## src/rtl/islem_denetleyici_if.sv

```systemverilog
// Bus between the operation controller, its arithmetic units and the request/result ports.
// master is the controller side; slave is the requester/unit/consumer side.
interface islem_denetleyici_if #(
  parameter int unsigned SAYAC_GENISLIK = 16
);
  logic                      istek_gecerli;
  logic                      istek_hazir;
  logic [31:0]               sayi1;
  logic [31:0]               sayi2;
  logic [2:0]                tur;
  logic [31:0]               birim_sayi1;
  logic [31:0]               birim_sayi2;
  logic [6:0]                birim_baslat;
  logic [447:0]              birim_sonuc;
  logic [6:0]                birim_hazir;
  logic [6:0]                birim_gecerli;
  logic [6:0]                birim_tasma;
  logic [63:0]               sonuc;
  logic                      gecerli;
  logic                      tasma;
  logic                      hata;
  logic                      cikis_gecerli;
  logic                      cikis_hazir;
  logic [SAYAC_GENISLIK-1:0] islem_sayaci;

  modport master (
    input  istek_gecerli, sayi1, sayi2, tur, birim_sonuc, birim_hazir, birim_gecerli,
           birim_tasma, cikis_hazir,
    output istek_hazir, birim_sayi1, birim_sayi2, birim_baslat, sonuc, gecerli, tasma, hata,
           cikis_gecerli, islem_sayaci
  );

  modport slave (
    output istek_gecerli, sayi1, sayi2, tur, birim_sonuc, birim_hazir, birim_gecerli,
           birim_tasma, cikis_hazir,
    input  istek_hazir, birim_sayi1, birim_sayi2, birim_baslat, sonuc, gecerli, tasma, hata,
           cikis_gecerli, islem_sayaci
  );
endinterface

```

## src/rtl/islem_denetleyici.sv

```systemverilog
// Operation controller: accepts one request, pulses the selected unit's start, waits for its
// done handshake (falling then rising hazir, with timeout) and holds the result until taken.
module islem_denetleyici #(
  parameter int unsigned ZAMAN_ASIMI    = 255,
  parameter int unsigned SAYAC_GENISLIK = 16
) (
  input logic                 clk,
  input logic                 rst,
  islem_denetleyici_if.master bus
);
  localparam logic [2:0]                TurGecersiz = 3'b111;
  localparam logic [7:0]                ZamanSon    = 8'(ZAMAN_ASIMI - 1);
  localparam logic [SAYAC_GENISLIK-1:0] SayacBir    = 1;

  typedef enum logic [2:0] {Bos, Baslat, BekleDus, BekleYuk, Sonuc} durum_t;

  durum_t                    durum_q;
  logic [2:0]                tur_q;
  logic [31:0]               sayi1_q;
  logic [31:0]               sayi2_q;
  logic [6:0]                baslat_q;
  logic [63:0]               sonuc_q;
  logic                      gecerli_q;
  logic                      tasma_q;
  logic                      hata_q;
  logic [7:0]                zaman_q;
  logic [SAYAC_GENISLIK-1:0] sayac_q;

  // Padded to eight units so a select of 7 never indexes past the vector.
  logic [7:0]   hazir_ext;
  logic [7:0]   gecerli_ext;
  logic [7:0]   tasma_ext;
  logic [511:0] sonuc_ext;
  logic         secili_hazir;

  assign hazir_ext    = {1'b0, bus.birim_hazir};
  assign gecerli_ext  = {1'b0, bus.birim_gecerli};
  assign tasma_ext    = {1'b0, bus.birim_tasma};
  assign sonuc_ext    = {64'd0, bus.birim_sonuc};
  assign secili_hazir = hazir_ext[tur_q];

  always_ff @(posedge clk or negedge rst) begin
    if (!rst) begin
      durum_q   <= Bos;
      tur_q     <= '0;
      sayi1_q   <= '0;
      sayi2_q   <= '0;
      baslat_q  <= '0;
      sonuc_q   <= '0;
      gecerli_q <= 1'b0;
      tasma_q   <= 1'b0;
      hata_q    <= 1'b0;
      zaman_q   <= '0;
      sayac_q   <= '0;
    end else begin
      baslat_q <= '0;
      unique case (durum_q)
        Bos: begin
          if (bus.istek_gecerli) begin
            sayi1_q <= bus.sayi1;
            sayi2_q <= bus.sayi2;
            tur_q   <= bus.tur;
            if (bus.tur == TurGecersiz) begin
              sonuc_q   <= '0;
              gecerli_q <= 1'b0;
              tasma_q   <= 1'b0;
              hata_q    <= 1'b1;
              durum_q   <= Sonuc;
            end else begin
              baslat_q <= 7'd1 << bus.tur;
              durum_q  <= Baslat;
            end
          end
        end
        Baslat: begin
          zaman_q <= '0;
          durum_q <= BekleDus;
        end
        BekleDus, BekleYuk: begin
          zaman_q <= zaman_q + 8'd1;
          // Completion is checked first so it wins over a same-cycle timeout.
          if (durum_q == BekleYuk && secili_hazir) begin
            sonuc_q   <= sonuc_ext[{tur_q, 6'd0} +: 64];
            gecerli_q <= gecerli_ext[tur_q];
            tasma_q   <= tasma_ext[tur_q];
            hata_q    <= 1'b0;
            durum_q   <= Sonuc;
          end else if (zaman_q == ZamanSon) begin
            sonuc_q   <= '0;
            gecerli_q <= 1'b0;
            tasma_q   <= 1'b0;
            hata_q    <= 1'b1;
            durum_q   <= Sonuc;
          end else if (durum_q == BekleDus && !secili_hazir) begin
            durum_q <= BekleYuk;
          end
        end
        Sonuc: begin
          if (bus.cikis_hazir) begin
            sayac_q <= sayac_q + SayacBir;
            durum_q <= Bos;
          end
        end
        default: durum_q <= Bos;
      endcase
    end
  end

  assign bus.istek_hazir   = (durum_q == Bos);
  assign bus.cikis_gecerli = (durum_q == Sonuc);
  assign bus.birim_sayi1   = sayi1_q;
  assign bus.birim_sayi2   = sayi2_q;
  assign bus.birim_baslat  = baslat_q;
  assign bus.sonuc         = sonuc_q;
  assign bus.gecerli       = gecerli_q;
  assign bus.tasma         = tasma_q;
  assign bus.hata          = hata_q;
  assign bus.islem_sayaci  = sayac_q;

endmodule

```

## src/flat_wrapper.sv

```systemverilog
// flat-port wrapper written by rule: the top's interface ports become plain ports
module islem_denetleyici_flat 
#(
  parameter int unsigned ZAMAN_ASIMI    = 255,
  parameter int unsigned SAYAC_GENISLIK = 16
)
  (clk, rst, bus_istek_gecerli, bus_sayi1, bus_sayi2, bus_tur, bus_birim_sonuc, bus_birim_hazir, bus_birim_gecerli, bus_birim_tasma, bus_cikis_hazir, bus_istek_hazir, bus_birim_sayi1, bus_birim_sayi2, bus_birim_baslat, bus_sonuc, bus_gecerli, bus_tasma, bus_hata, bus_cikis_gecerli, bus_islem_sayaci);
  islem_denetleyici_if #(.SAYAC_GENISLIK(SAYAC_GENISLIK)) bus_i ();
  input logic clk;
  input logic rst;
  input wire logic [$bits(bus_i.istek_gecerli)-1:0] bus_istek_gecerli;
  input wire logic [$bits(bus_i.sayi1)-1:0] bus_sayi1;
  input wire logic [$bits(bus_i.sayi2)-1:0] bus_sayi2;
  input wire logic [$bits(bus_i.tur)-1:0] bus_tur;
  input wire logic [$bits(bus_i.birim_sonuc)-1:0] bus_birim_sonuc;
  input wire logic [$bits(bus_i.birim_hazir)-1:0] bus_birim_hazir;
  input wire logic [$bits(bus_i.birim_gecerli)-1:0] bus_birim_gecerli;
  input wire logic [$bits(bus_i.birim_tasma)-1:0] bus_birim_tasma;
  input wire logic [$bits(bus_i.cikis_hazir)-1:0] bus_cikis_hazir;
  output wire logic [$bits(bus_i.istek_hazir)-1:0] bus_istek_hazir;
  output wire logic [$bits(bus_i.birim_sayi1)-1:0] bus_birim_sayi1;
  output wire logic [$bits(bus_i.birim_sayi2)-1:0] bus_birim_sayi2;
  output wire logic [$bits(bus_i.birim_baslat)-1:0] bus_birim_baslat;
  output wire logic [$bits(bus_i.sonuc)-1:0] bus_sonuc;
  output wire logic [$bits(bus_i.gecerli)-1:0] bus_gecerli;
  output wire logic [$bits(bus_i.tasma)-1:0] bus_tasma;
  output wire logic [$bits(bus_i.hata)-1:0] bus_hata;
  output wire logic [$bits(bus_i.cikis_gecerli)-1:0] bus_cikis_gecerli;
  output wire logic [$bits(bus_i.islem_sayaci)-1:0] bus_islem_sayaci;
  assign bus_i.istek_gecerli = bus_istek_gecerli;
  assign bus_i.sayi1 = bus_sayi1;
  assign bus_i.sayi2 = bus_sayi2;
  assign bus_i.tur = bus_tur;
  assign bus_i.birim_sonuc = bus_birim_sonuc;
  assign bus_i.birim_hazir = bus_birim_hazir;
  assign bus_i.birim_gecerli = bus_birim_gecerli;
  assign bus_i.birim_tasma = bus_birim_tasma;
  assign bus_i.cikis_hazir = bus_cikis_hazir;
  assign bus_istek_hazir = bus_i.istek_hazir;
  assign bus_birim_sayi1 = bus_i.birim_sayi1;
  assign bus_birim_sayi2 = bus_i.birim_sayi2;
  assign bus_birim_baslat = bus_i.birim_baslat;
  assign bus_sonuc = bus_i.sonuc;
  assign bus_gecerli = bus_i.gecerli;
  assign bus_tasma = bus_i.tasma;
  assign bus_hata = bus_i.hata;
  assign bus_cikis_gecerli = bus_i.cikis_gecerli;
  assign bus_islem_sayaci = bus_i.islem_sayaci;
  islem_denetleyici #(.ZAMAN_ASIMI(ZAMAN_ASIMI), .SAYAC_GENISLIK(SAYAC_GENISLIK)) u_core (.clk(clk), .rst(rst), .bus(bus_i));
endmodule
```

## config.mk

```make
export PLATFORM = sky130hd
export DESIGN_NAME = islem_denetleyici_flat
export DESIGN_NICKNAME = d
export VERILOG_FILES = /design/src/rtl/islem_denetleyici_if.sv /design/src/rtl/islem_denetleyici.sv /design/src/flat_wrapper.sv
export SDC_FILE = /design/constraint.sdc
export NUM_CORES = 1
export LEC_CHECK = 0
export ABC_AREA = 1
export CAP_MARGIN = 5
export CORE_AREA = 5 5 266 268
export CTS_BUF_LIST = sky130_fd_sc_hd__clkbuf_4 sky130_fd_sc_hd__clkbuf_8
export CTS_CLUSTER_DIAMETER = 80
export DETAILED_ROUTE_END_ITERATION = 10
export DIE_AREA = 0 0 271 273
export HOLD_SLACK_MARGIN = 0.1
export RECOVER_POWER = 50
export SYNTH_ARGS = -nofsm -noshare
export SYNTH_HDL_FRONTEND = slang
export SYNTH_SLANG_ARGS = --single-unit
export TNS_END_PERCENT = 20
```

## constraint.sdc

```tcl
create_clock -name clk -period 1.7 [get_ports clk]
set_clock_uncertainty 0.05 [all_clocks]
set_input_delay 0.34 -clock clk [delete_from_list [all_inputs] [get_ports clk]]
set_output_delay 0.34 -clock clk [all_outputs]
set_load 0.1 [all_outputs]
```

==> results of run 1 <==
worst max-delay path, delay by kind of cell, from the launching register on:
family,cells,cell delay [ns]
buffers and inverters,3,0.43
flip-flops,1,0.42
AND/OR/NAND/NOR,1,0.22
worst min path at each step:
| stage | end | start |
|---|---|---|
| 6_report | u_core.bus.birim_sayi2[28]$_DFFE_PN0P_ | bus_sayi2[28] |
| 3_5_place_dp | u_core.bus.birim_sayi2[22]$_DFFE_PN0P_ | rst |
| 4_1_cts | u_core.bus.birim_sayi1[23]$_DFFE_PN0P_ | rst |
| 2_1_floorplan | u_core.bus.birim_baslat[0]$_DFF_PN0_ | rst |
| 3_3_place_gp | u_core.bus.birim_sayi1[14]$_DFFE_PN0P_ | rst |
| 5_1_grt | u_core.bus.birim_sayi1[15]$_DFFE_PN0P_ | bus_sayi1[15] |
registers in the layout, summed over array words and instances, names as in the netlist:
signal	cells
u_core.bus.sonuc	64
u_core.bus.birim_sayi1	32
u_core.bus.birim_sayi2	32
u_core.bus.islem_sayaci	16
u_core.zaman_q	8
u_core.bus.birim_baslat	7
u_core.durum_q	3
u_core.tur_q	3
u_core.bus.gecerli	1
u_core.bus.hata	1
u_core.bus.tasma	1
metal layers:
| metal | wire length, um | vias up |
|---|---|---|
| met2 | 31100 | 697 |
| met5 | 45 | - |
| met3 | 7570 | 110 |
| li1 | - | 6883 |
| met1 | 27600 | 6663 |
| met4 | 2530 | 8 |
area by class of cell:
class | instances | area (sq um) | area share, %
clock buffer | 18 | 241 | 1.05
timing repair buffer | 881 | 10800 | 46.9
clock inverter | 14 | 184 | 0.800
tap | 882 | 1100 | 4.80
multi-input combinational | 1259 | 6250 | 27.2
inverter | 39 | 178 | 0.773
sequential | 168 | 4240 | 18.4
antenna | 4 | 10.0 | 0.0436
timing repair:
item,in CTS,in global routing
hold buffers,1,0
setup endpoints to repair,79,108
buffers inserted,12,9
hold endpoints to repair,168,0
gates cloned,12,8
pin swaps,5,11
resized for setup,139,126
cell families after synthesis:
group,Yosys count,synth area share [%]
mux,2,0.188
fa+ha+maj,3,0.353
buf+inv,169,6.49
flops,168,39.5
compound gates,350,17.8
xor+xnor,12,0.987
simple gates,892,34.7
cell usage in the layout (no fill, tap or decap), drive strengths merged:
master / n
a21oi: 50
a22oi: 1
a31oi: 26
buf: 326
bufbuf: 3
bufinv: 2
clkbuf: 31
clkdlybuf4s50: 538
clkinv: 7
clkinvlp: 1
dfrtp: 168
diode: 4
dlygate4sd3: 1
ha: 3
inv: 43
mux2i: 2
nand2: 443
nand3: 237
nand4: 2
nor2: 205
nor3: 3
nor4: 2
o211ai: 43
o21ai: 230
xnor2: 3
xor2: 9
through the flow:
step                hold slack, ns  TNS (ns)  instances  setup WS (ns)
floorplan                 -0.00559    -37.90       1596         -0.461
global placement             0.256    -28.66       3191         -0.526
detailed placement           0.254    -31.64       3191         -0.560
CTS                          0.153    -16.40       3248         -0.431
global route                 0.176    -27.18       3264         -0.454
finish                       0.257    -15.73       3265         -0.329
report_power, final:
group	switching, uW	internal (uW)	leakage [uW]	total (uW)
Combinational	23400	14400	0.00761	37800
Sequential	2090	5670	0.00216	7760
Clock	1900	1390	0.000217	3290
Total	27400	21500	0.00998	48800
==> results.sh, run 1 <==
export IMPL_r2r_setup_slack_ns=-0.30
export IMPL_finalHoldViolCount=0
export IMPL_initial_core_util_pct=15.6
export IMPL_cts_tree="done"
export IMPL_grt_pass1_wl_um=96300
export IMPL_die_h_um=273
export IMPL_grt_max_degree=50
export IMPL_synth_main_ff_cell="dfrtp_1"
export IMPL_vias_per_cell=4.40
export IMPL_numCtsBuffers=17
export IMPL_syn_cell_area_sq_um=10600
export IMPL_timing_rr_start="u_core.tur_q[0]$_DFFE_PN0P_"
export IMPL_arrival_ns=1.64
export IMPL_p_per_area_nw_per_um2=2120
export IMPL_violations="negative setup slack"
export IMPL_yosysTopAreaCellShare_pct=39.5
export IMPL_fmax_mhz=493
export IMPL_drtAntennaViolNets=0
export IMPL_gr_total_overflow=0
export IMPL_power_leakage_uw=0.00998
export IMPL_async_flop_share_pct=100
export IMPL_grt_pass1_vias=14258
export IMPL_dp_hpwl_um=51400
export IMPL_clk_insertion_delay_late_ns=0.55
export IMPL_min_path_cells=3
export IMPL_antenna_found_initial=10
export IMPL_yosys_area_top_type="dfrtp_1"
export IMPL_synth_cells=1596
export IMPL_grtUsageMet1_pct=21.1
export IMPL_required_ns=1.31
export IMPL_io_pins=696
export IMPL_drv_slew=0
export IMPL_reg2reg_depth=12
export IMPL_die_width_um=271
export IMPL_syn_nets=2139
export IMPL_synth_cell_type_count=30
export IMPL_ys_top_cells_by_area="dfrtp_1, nand2_1, nand3_1"
export IMPL_root_buffer="clkbuf_8"
export IMPL_worstMarginPinSlew_ns=1.10
export IMPL_p_total_uw=48800
export IMPL_grt_use_total_pct=17.5
export IMPL_fin_crit_ns=2.03
export IMPL_drive_gt1_share_pct=21.8
export IMPL_fin_util_pct=33.7
export IMPL_slowest_delay_ns=0.42
export IMPL_setup_violations=74
export IMPL_die_area_sq_um=74000
export IMPL_wire_per_inst_um=21.1
export IMPL_yosys_warnings=0
export IMPL_synth_edf_count=0
export IMPL_synth_common_cells="nand2_1, nand3_1, o21ai_0"
export IMPL_rsz0062_at_grt="yes"
export IMPL_drc=0
export IMPL_start_kind="flop"
export IMPL_final_setup_worst_slack_ns=-0.329
export IMPL_outcome="finished with violations"
export IMPL_clock_sinks=168
export IMPL_routed_via_count=14361
export IMPL_endpoint="bus_cikis_gecerli"
export IMPL_gp_congestion=0.937
export IMPL_ctsHtreeMaxLevel=4
export IMPL_stdcell_area_sq_um=23000
export IMPL_grtUsageMet3_pct=7.92
export IMPL_cpMostUsedCell="buf_6"
export IMPL_core_area_sq_um=68100
export IMPL_nets=2909
export IMPL_cp_startpoint="u_core.durum_q[1]$_DFFE_PN0P_"
export IMPL_endpoint_kind="output port"
export IMPL_irDropWorstVdd_v=0.00143
export IMPL_first_pass_iters=5
export IMPL_io_buffer_count=695
export IMPL_slowest_stage="dfrtp_1"
export IMPL_min_period_over_period_pct=119
export IMPL_slew_headroom_pct=26.9
export IMPL_place_area_sq_um=21200
export IMPL_area_growth_pct=116
export IMPL_worstPathCellList="buf_6, nor3_4, buf_6, buf_12"
export IMPL_hold_path_class="in2reg"
export IMPL_drt_iter0_drc=981
export IMPL_syn_avg_cell_area_sq_um=6.67
export IMPL_cap_violations=0
export IMPL_synth_most_common_cell="nand2_1"
export IMPL_use_met2_pct=27.1
export IMPL_fillerInstances=7107
export IMPL_ys_ff_latch=168
export IMPL_clockBufferDepth=2
export IMPL_routed_wl_um=68800
export IMPL_grt_busiest_layer="met2"
export IMPL_clkTransAtPathRegs_ns=0.11
export IMPL_critPathMaxFanout=3
export IMPL_crit_type="reg2out"
export IMPL_synth_seq_area_share_pct=39.5
export IMPL_row_count=96
export IMPL_worstReg2RegEnd="u_core.bus.sonuc[30]$_DFFE_PN0P_"
(Power assumes the default switching activity.)
==> run 2: changes to the inputs <==
--- a/config.mk
+++ b/config.mk
@@ -7,11 +7,10 @@
 export LEC_CHECK = 0
 export ABC_AREA = 1
 export CAP_MARGIN = 5
-export CORE_AREA = 5 5 266 268
-export CTS_BUF_LIST = sky130_fd_sc_hd__clkbuf_4 sky130_fd_sc_hd__clkbuf_8
+export CORE_AREA = 5 5 270 272
 export CTS_CLUSTER_DIAMETER = 80
 export DETAILED_ROUTE_END_ITERATION = 10
-export DIE_AREA = 0 0 271 273
+export DIE_AREA = 0 0 275 277
 export HOLD_SLACK_MARGIN = 0.1
 export RECOVER_POWER = 50
 export SYNTH_ARGS = -nofsm -noshare
==> results.sh, run 2 (synthesized netlist as in run 1, its figures left out) <==
export IMPL_stdcell_count=3318
export IMPL_routed_via_count=14205
export IMPL_fmax_mhz=505
export IMPL_crit_type="reg2out"
export IMPL_grt_pass1_wl_um=92700
export IMPL_io_pins=696
export IMPL_hold_path_class="in2reg"
export IMPL_core_area_sq_um=70500
export IMPL_nets=2893
export IMPL_antenna_found_initial=12
export IMPL_path_delay_family="buffers and inverters"
export IMPL_row_count=98
export IMPL_clockBufferDepth=2
export IMPL_largest_register_ffs=64
export IMPL_clk_insertion_delay_late_ns=0.47
export IMPL_arrival_ns=1.59
export IMPL_drt_iter0_drc=896
export IMPL_gr_total_overflow=0
export IMPL_required_ns=1.31
export IMPL_setup_tns_ns=-12.31
export IMPL_multiInputGateArea_sq_um=6180
export IMPL_gp_congestion=0.905
export IMPL_cts_tree="done"
export IMPL_outcome="finished with violations"
export IMPL_clkTransAtPathRegs_ns=0.08
export IMPL_p_per_area_nw_per_um2=2130
export IMPL_die_width_um=275
export IMPL_numCtsBuffers=17
export IMPL_critPathBufInv=3
export IMPL_grt_use_total_pct=16.3
export IMPL_p_total_uw=48900
export IMPL_area_growth_pct=115
export IMPL_endpoint_kind="output port"
export IMPL_rsz0062_at_grt="yes"
export IMPL_die_h_um=277
export IMPL_cap_violations=0
export IMPL_drive_gt1_share_pct=19.5
export IMPL_drc=0
export IMPL_place_inst=3249
export IMPL_wire_per_inst_um=20.3
export IMPL_initial_core_util_pct=15.1
export IMPL_finalHoldViolCount=0
export IMPL_worstPathCellList="buf_6, nor3_4, buf_6, buf_12"
export IMPL_fillerInstances=7412
export IMPL_io_buffer_count=695
export IMPL_ctsHtreeMaxLevel=4
export IMPL_slew_headroom_pct=41.4
export IMPL_routed_wl_um=67400
export IMPL_dp_hpwl_um=51800
export IMPL_final_setup_worst_slack_ns=-0.281
export IMPL_drv_slew=0
export IMPL_grt_max_degree=46
export IMPL_cpMostUsedCell="buf_6"
export IMPL_start_kind="flop"
export IMPL_first_pass_iters=5
export IMPL_worstMarginPinSlew_ns=0.879
export IMPL_min_period_over_period_pct=117
export IMPL_critPathMaxFanout=3
export IMPL_final_cell_mix="clkdlybuf4s50_1, nand2_1, nand3_1, nor2_1, buf_12"
export IMPL_irDropWorstVdd_v=0.00159
export IMPL_die_area_sq_um=76200
export IMPL_hold_ws_ns=0.331
export IMPL_layout_commonest_cell="clkdlybuf4s50_1"
export IMPL_fin_crit_ns=1.98
export IMPL_drtAntennaViolNets=0
export IMPL_root_buffer="clkbuf_16"
export IMPL_slowest_stage="dfrtp_1"
export IMPL_regArea_sq_um=4230
export IMPL_vias_per_cell=4.28
export IMPL_grt_pass1_vias=14094
export IMPL_slowest_delay_ns=0.43
export IMPL_r2r_setup_slack_ns=-0.23
export IMPL_setup_violations=71
export IMPL_power_leakage_uw=0.00993
export IMPL_clock_sinks=168
export IMPL_violations="negative setup slack"
-- run 2: changes by cell type in the layout (fill, tap and decap cells not counted), sizes merged --
cell    before  now
clkbuf      31   29
bufinv       2    1
buf        326  314
inv         43   41
diode        4    6
-- run 2: layer usage --
metal	share of wire [%]	track usage [%]	up-vias
li1	-	-	6857
met4	2.7	5.92	10
met5	0.10	0	-
met3	10	6.57	83
met1	41	19.6	6624
met2	46	26.3	631
-- run 2: repair_timing --
action	4_1_cts	5_1_grt
pin swaps	6	16
hold endpoints to repair	168	0
buffers inserted	9	10
resized for setup	103	117
endpoints found under the setup margin	71	98
hold buffers	1	0
gates cloned	5	7
-- run 2: worst reg2reg max path, cell delays in order (launching register included) --
cell and delay (ns):
dfrtp_4 0.49, clkinv_8 0.08, buf_4 0.14, buf_12 0.14, buf_6 0.15, buf_4 0.12
o21ai_1 0.23, nor2_1 0.09, o21ai_1 0.26, o21ai_2 0.07
-- run 2: power by group --
group / switching (uW) / internal (uW) / total [uW] / leakage, uW
registers: 2040 / 5660 / 7700 / 0.00217
logic: 23200 / 13800 / 37000 / 0.00746
clock network: 1980 / 2190 / 4170 / 0.000296
total: 27200 / 21700 / 48900 / 0.00993
-- run 2: area by class of cell --
type,count,area share [%]
flip-flops and latches,168,18.4
clock buffers,20,2.04
clock inverters,11,0.579
well taps,950,5.19
multi-input cells,1259,27.0
repair buffers,865,45.9
inverters,39,0.770
diodes,6,0.0655
-- run 2: worst paths after layout --
check	startpoint	to	cells after the start
min	bus_sayi2[5]	u_core.bus.birim_sayi2[5]$_DFFE_PN0P_	3
max	u_core.durum_q[1]$_DFFE_PN0P_	bus_cikis_gecerli	4
min in group asynchronous	rst	u_core.bus.birim_sayi2[1]$_DFFE_PN0P_	2
max reg2reg	u_core.tur_q[1]$_DFFE_PN0P_	u_core.bus.sonuc[55]$_DFFE_PN0P_	9
max in group asynchronous	rst	u_core.bus.sonuc[43]$_DFFE_PN0P_	3
min reg2reg	u_core.zaman_q[4]$_DFFE_PN0P_	u_core.zaman_q[4]$_DFFE_PN0P_	1
-- run 2: stage by stage --
| step | worst slack, ns | util, % | instance area, sq um |
|---|---|---|---|
| after detailed placement | -0.425 | 30.1 | 21300 |
| after global routing | -0.354 | 32.5 | 22900 |
| after global placement | -0.383 | 30.1 | 21300 |
| after floorplan | -0.461 | - | 10700 |
| final | -0.281 | 32.5 | 22900 |
| after CTS | -0.323 | 31.6 | 22300 |
==> run 3: changes to the inputs <==
--- a/config.mk
+++ b/config.mk
@@ -7,10 +7,11 @@
 export LEC_CHECK = 0
 export ABC_AREA = 1
 export CAP_MARGIN = 5
-export CORE_AREA = 5 5 270 272
+export CORE_AREA = 5 5 268 270
 export CTS_CLUSTER_DIAMETER = 80
 export DETAILED_ROUTE_END_ITERATION = 10
-export DIE_AREA = 0 0 275 277
+export DIE_AREA = 0 0 273 275
+export GPL_TIMING_DRIVEN = 0
 export HOLD_SLACK_MARGIN = 0.1
 export RECOVER_POWER = 50
 export SYNTH_ARGS = -nofsm -noshare
==> results.sh, run 3 (synthesized netlist as in run 1, its figures left out) <==
export IMPL_outcome="finished with violations"
export IMPL_violations="negative setup slack"
export IMPL_fmax_mhz=482
export IMPL_clock_sinks=168
export IMPL_largest_register_ffs=64
export IMPL_grt_use_total_pct=19.7
export IMPL_p_per_area_nw_per_um2=2150
export IMPL_wire_per_inst_um=23.7
export IMPL_cap_violations=0
export IMPL_arrival_ns=2.42
export IMPL_initial_core_util_pct=15.4
export IMPL_gr_total_overflow=0
export IMPL_grt_max_degree=91
export IMPL_power_leakage_uw=0.00899
export IMPL_drc=0
export IMPL_area_growth_pct=90.5
export IMPL_vias_per_cell=4.48
export IMPL_place_inst=3232
export IMPL_ctsHtreeMaxLevel=4
export IMPL_finalHoldViolCount=0
export IMPL_clockBufferDepth=2
export IMPL_grt_pass1_wl_um=106000
export IMPL_required_ns=2.05
export IMPL_worstMarginPinSlew_ns=1.18
export IMPL_drtAntennaViolNets=0
export IMPL_start_kind="flop"
export IMPL_dp_hpwl_um=62200
export IMPL_endpoint_kind="flop"
export IMPL_die_h_um=275
export IMPL_core_area_sq_um=69300
export IMPL_grt_pass1_vias=14611
export IMPL_routed_via_count=14779
export IMPL_drive_gt1_share_pct=18.1
export IMPL_fin_crit_ns=2.07
export IMPL_die_area_sq_um=75100
export IMPL_hold_ws_ns=0.339
export IMPL_p_total_uw=43500
export IMPL_row_count=97
export IMPL_clk_insertion_delay_late_ns=0.48
export IMPL_rsz0062_at_grt="yes"
export IMPL_antenna_found_initial=20
export IMPL_stdcell_count=3301
export IMPL_routed_wl_um=78100
export IMPL_min_period_over_period_pct=122
export IMPL_drv_slew=0
export IMPL_first_pass_iters=5
export IMPL_irDropWorstVdd_v=0.00137
export IMPL_final_setup_worst_slack_ns=-0.374
export IMPL_critPathMaxFanout=8
export IMPL_numCtsBuffers=17
export IMPL_gp_congestion=0.943
export IMPL_hold_path_class="in2reg"
export IMPL_io_pins=696
export IMPL_layout_commonest_cell="clkdlybuf4s50_1"
export IMPL_io_buffer_count=695
export IMPL_cts_tree="done"
export IMPL_clkTransAtPathRegs_ns=0.08
export IMPL_nets=2884
export IMPL_setup_violations=176
export IMPL_slew_headroom_pct=21.3
export IMPL_drt_iter0_drc=1037
export IMPL_crit_type="reg2reg"
export IMPL_root_buffer="clkbuf_16"
export IMPL_die_width_um=273
export IMPL_final_cell_mix="clkdlybuf4s50_1, nand2_1, nand3_1, nor2_1, o21ai_0"
[run 3: worst max-delay path, stage by stage (launching register included)]
cell and delay, ns:
dfrtp_2 0.41, buf_6 0.14, inv_8 0.07, buf_12 0.14, buf_12 0.14, buf_12 0.12
o21ai_2 0.05, o211ai_1 0.49, o21ai_1 0.20, o21ai_1 0.17
[run 3: stage by stage]
step,util [%],TNS (ns),worst slack [ns],cell area [sq um]
floorplan,-,-37.90,-0.461,10700
global placement,27.2,-1422.41,-8.34,18800
detailed placement,27.2,-144.40,-2.09,18900
CTS,29.4,-44.93,-0.414,20400
global route,29.3,-62.25,-0.407,20300
finish,29.3,-24.19,-0.374,20300
[run 3: metal layers]
| layer | routed length [um] | track usage, % | part of all wire, % |
|---|---|---|---|
| met1 | 32300 | 24.1 | 41 |
| met2 | 35900 | 31.9 | 46 |
| met3 | 7010 | 6.65 | 9.0 |
| met4 | 2750 | 7.86 | 3.5 |
| met5 | 150 | 0 | 0.19 |
[run 3: path summary, 6_finish.rpt]
path                                                             start                                     end  slack (ns)  cells after the start
worst min register to register  u_core.bus.birim_sayi1[23]$_DFFE_PN0P_  u_core.bus.birim_sayi1[23]$_DFFE_PN0P_        0.43                      2
worst min-delay path                                     bus_sayi1[21]  u_core.bus.birim_sayi1[21]$_DFFE_PN0P_        0.34                      3
worst max register to register             u_core.tur_q[0]$_DFFE_PN0P_        u_core.bus.sonuc[15]$_DFFE_PN0P_       -0.37                      9
max in group asynchronous                                          rst  u_core.bus.islem_sayaci[1]$_DFFE_PN0P_       -0.11                      3
worst max-delay path                       u_core.tur_q[0]$_DFFE_PN0P_        u_core.bus.sonuc[15]$_DFFE_PN0P_       -0.37                      9
min in group asynchronous                                          rst  u_core.bus.birim_sayi1[16]$_DFFE_PN0P_        0.59                      2
[run 3: report_power, final]
part	switching [uW]	leakage, uW	internal, uW	total (uW)
Clock	2090	0.000291	2000	4090
Combinational	23900	0.00653	8720	32700
Sequential	1130	0.00217	5640	6770
[run 3: final cells by class]
class                   instances  area (sq um)
inverters                      39           174
multi-input cells            1259          6070
clock buffers                  18           439
well taps                     940          1180
fillers                      7655         49000
repair buffers                726          7020
clock inverters                14           146
plain buffers                 130          1020
flip-flops and latches        168          4220
diodes                          7          17.5
[run 3: what timing repair did]
| action | in CTS | in global routing |
|---|---|---|
| endpoints found under the setup margin | 285 | 245 |
| cloned | 6 | 1 |
| hold buffers | 1 | 0 |
| hold endpoints to repair | 78 | 0 |
| pin swaps | 11 | 11 |
| buffers inserted | 11 | 11 |
| resized for setup | 922 | 376 |
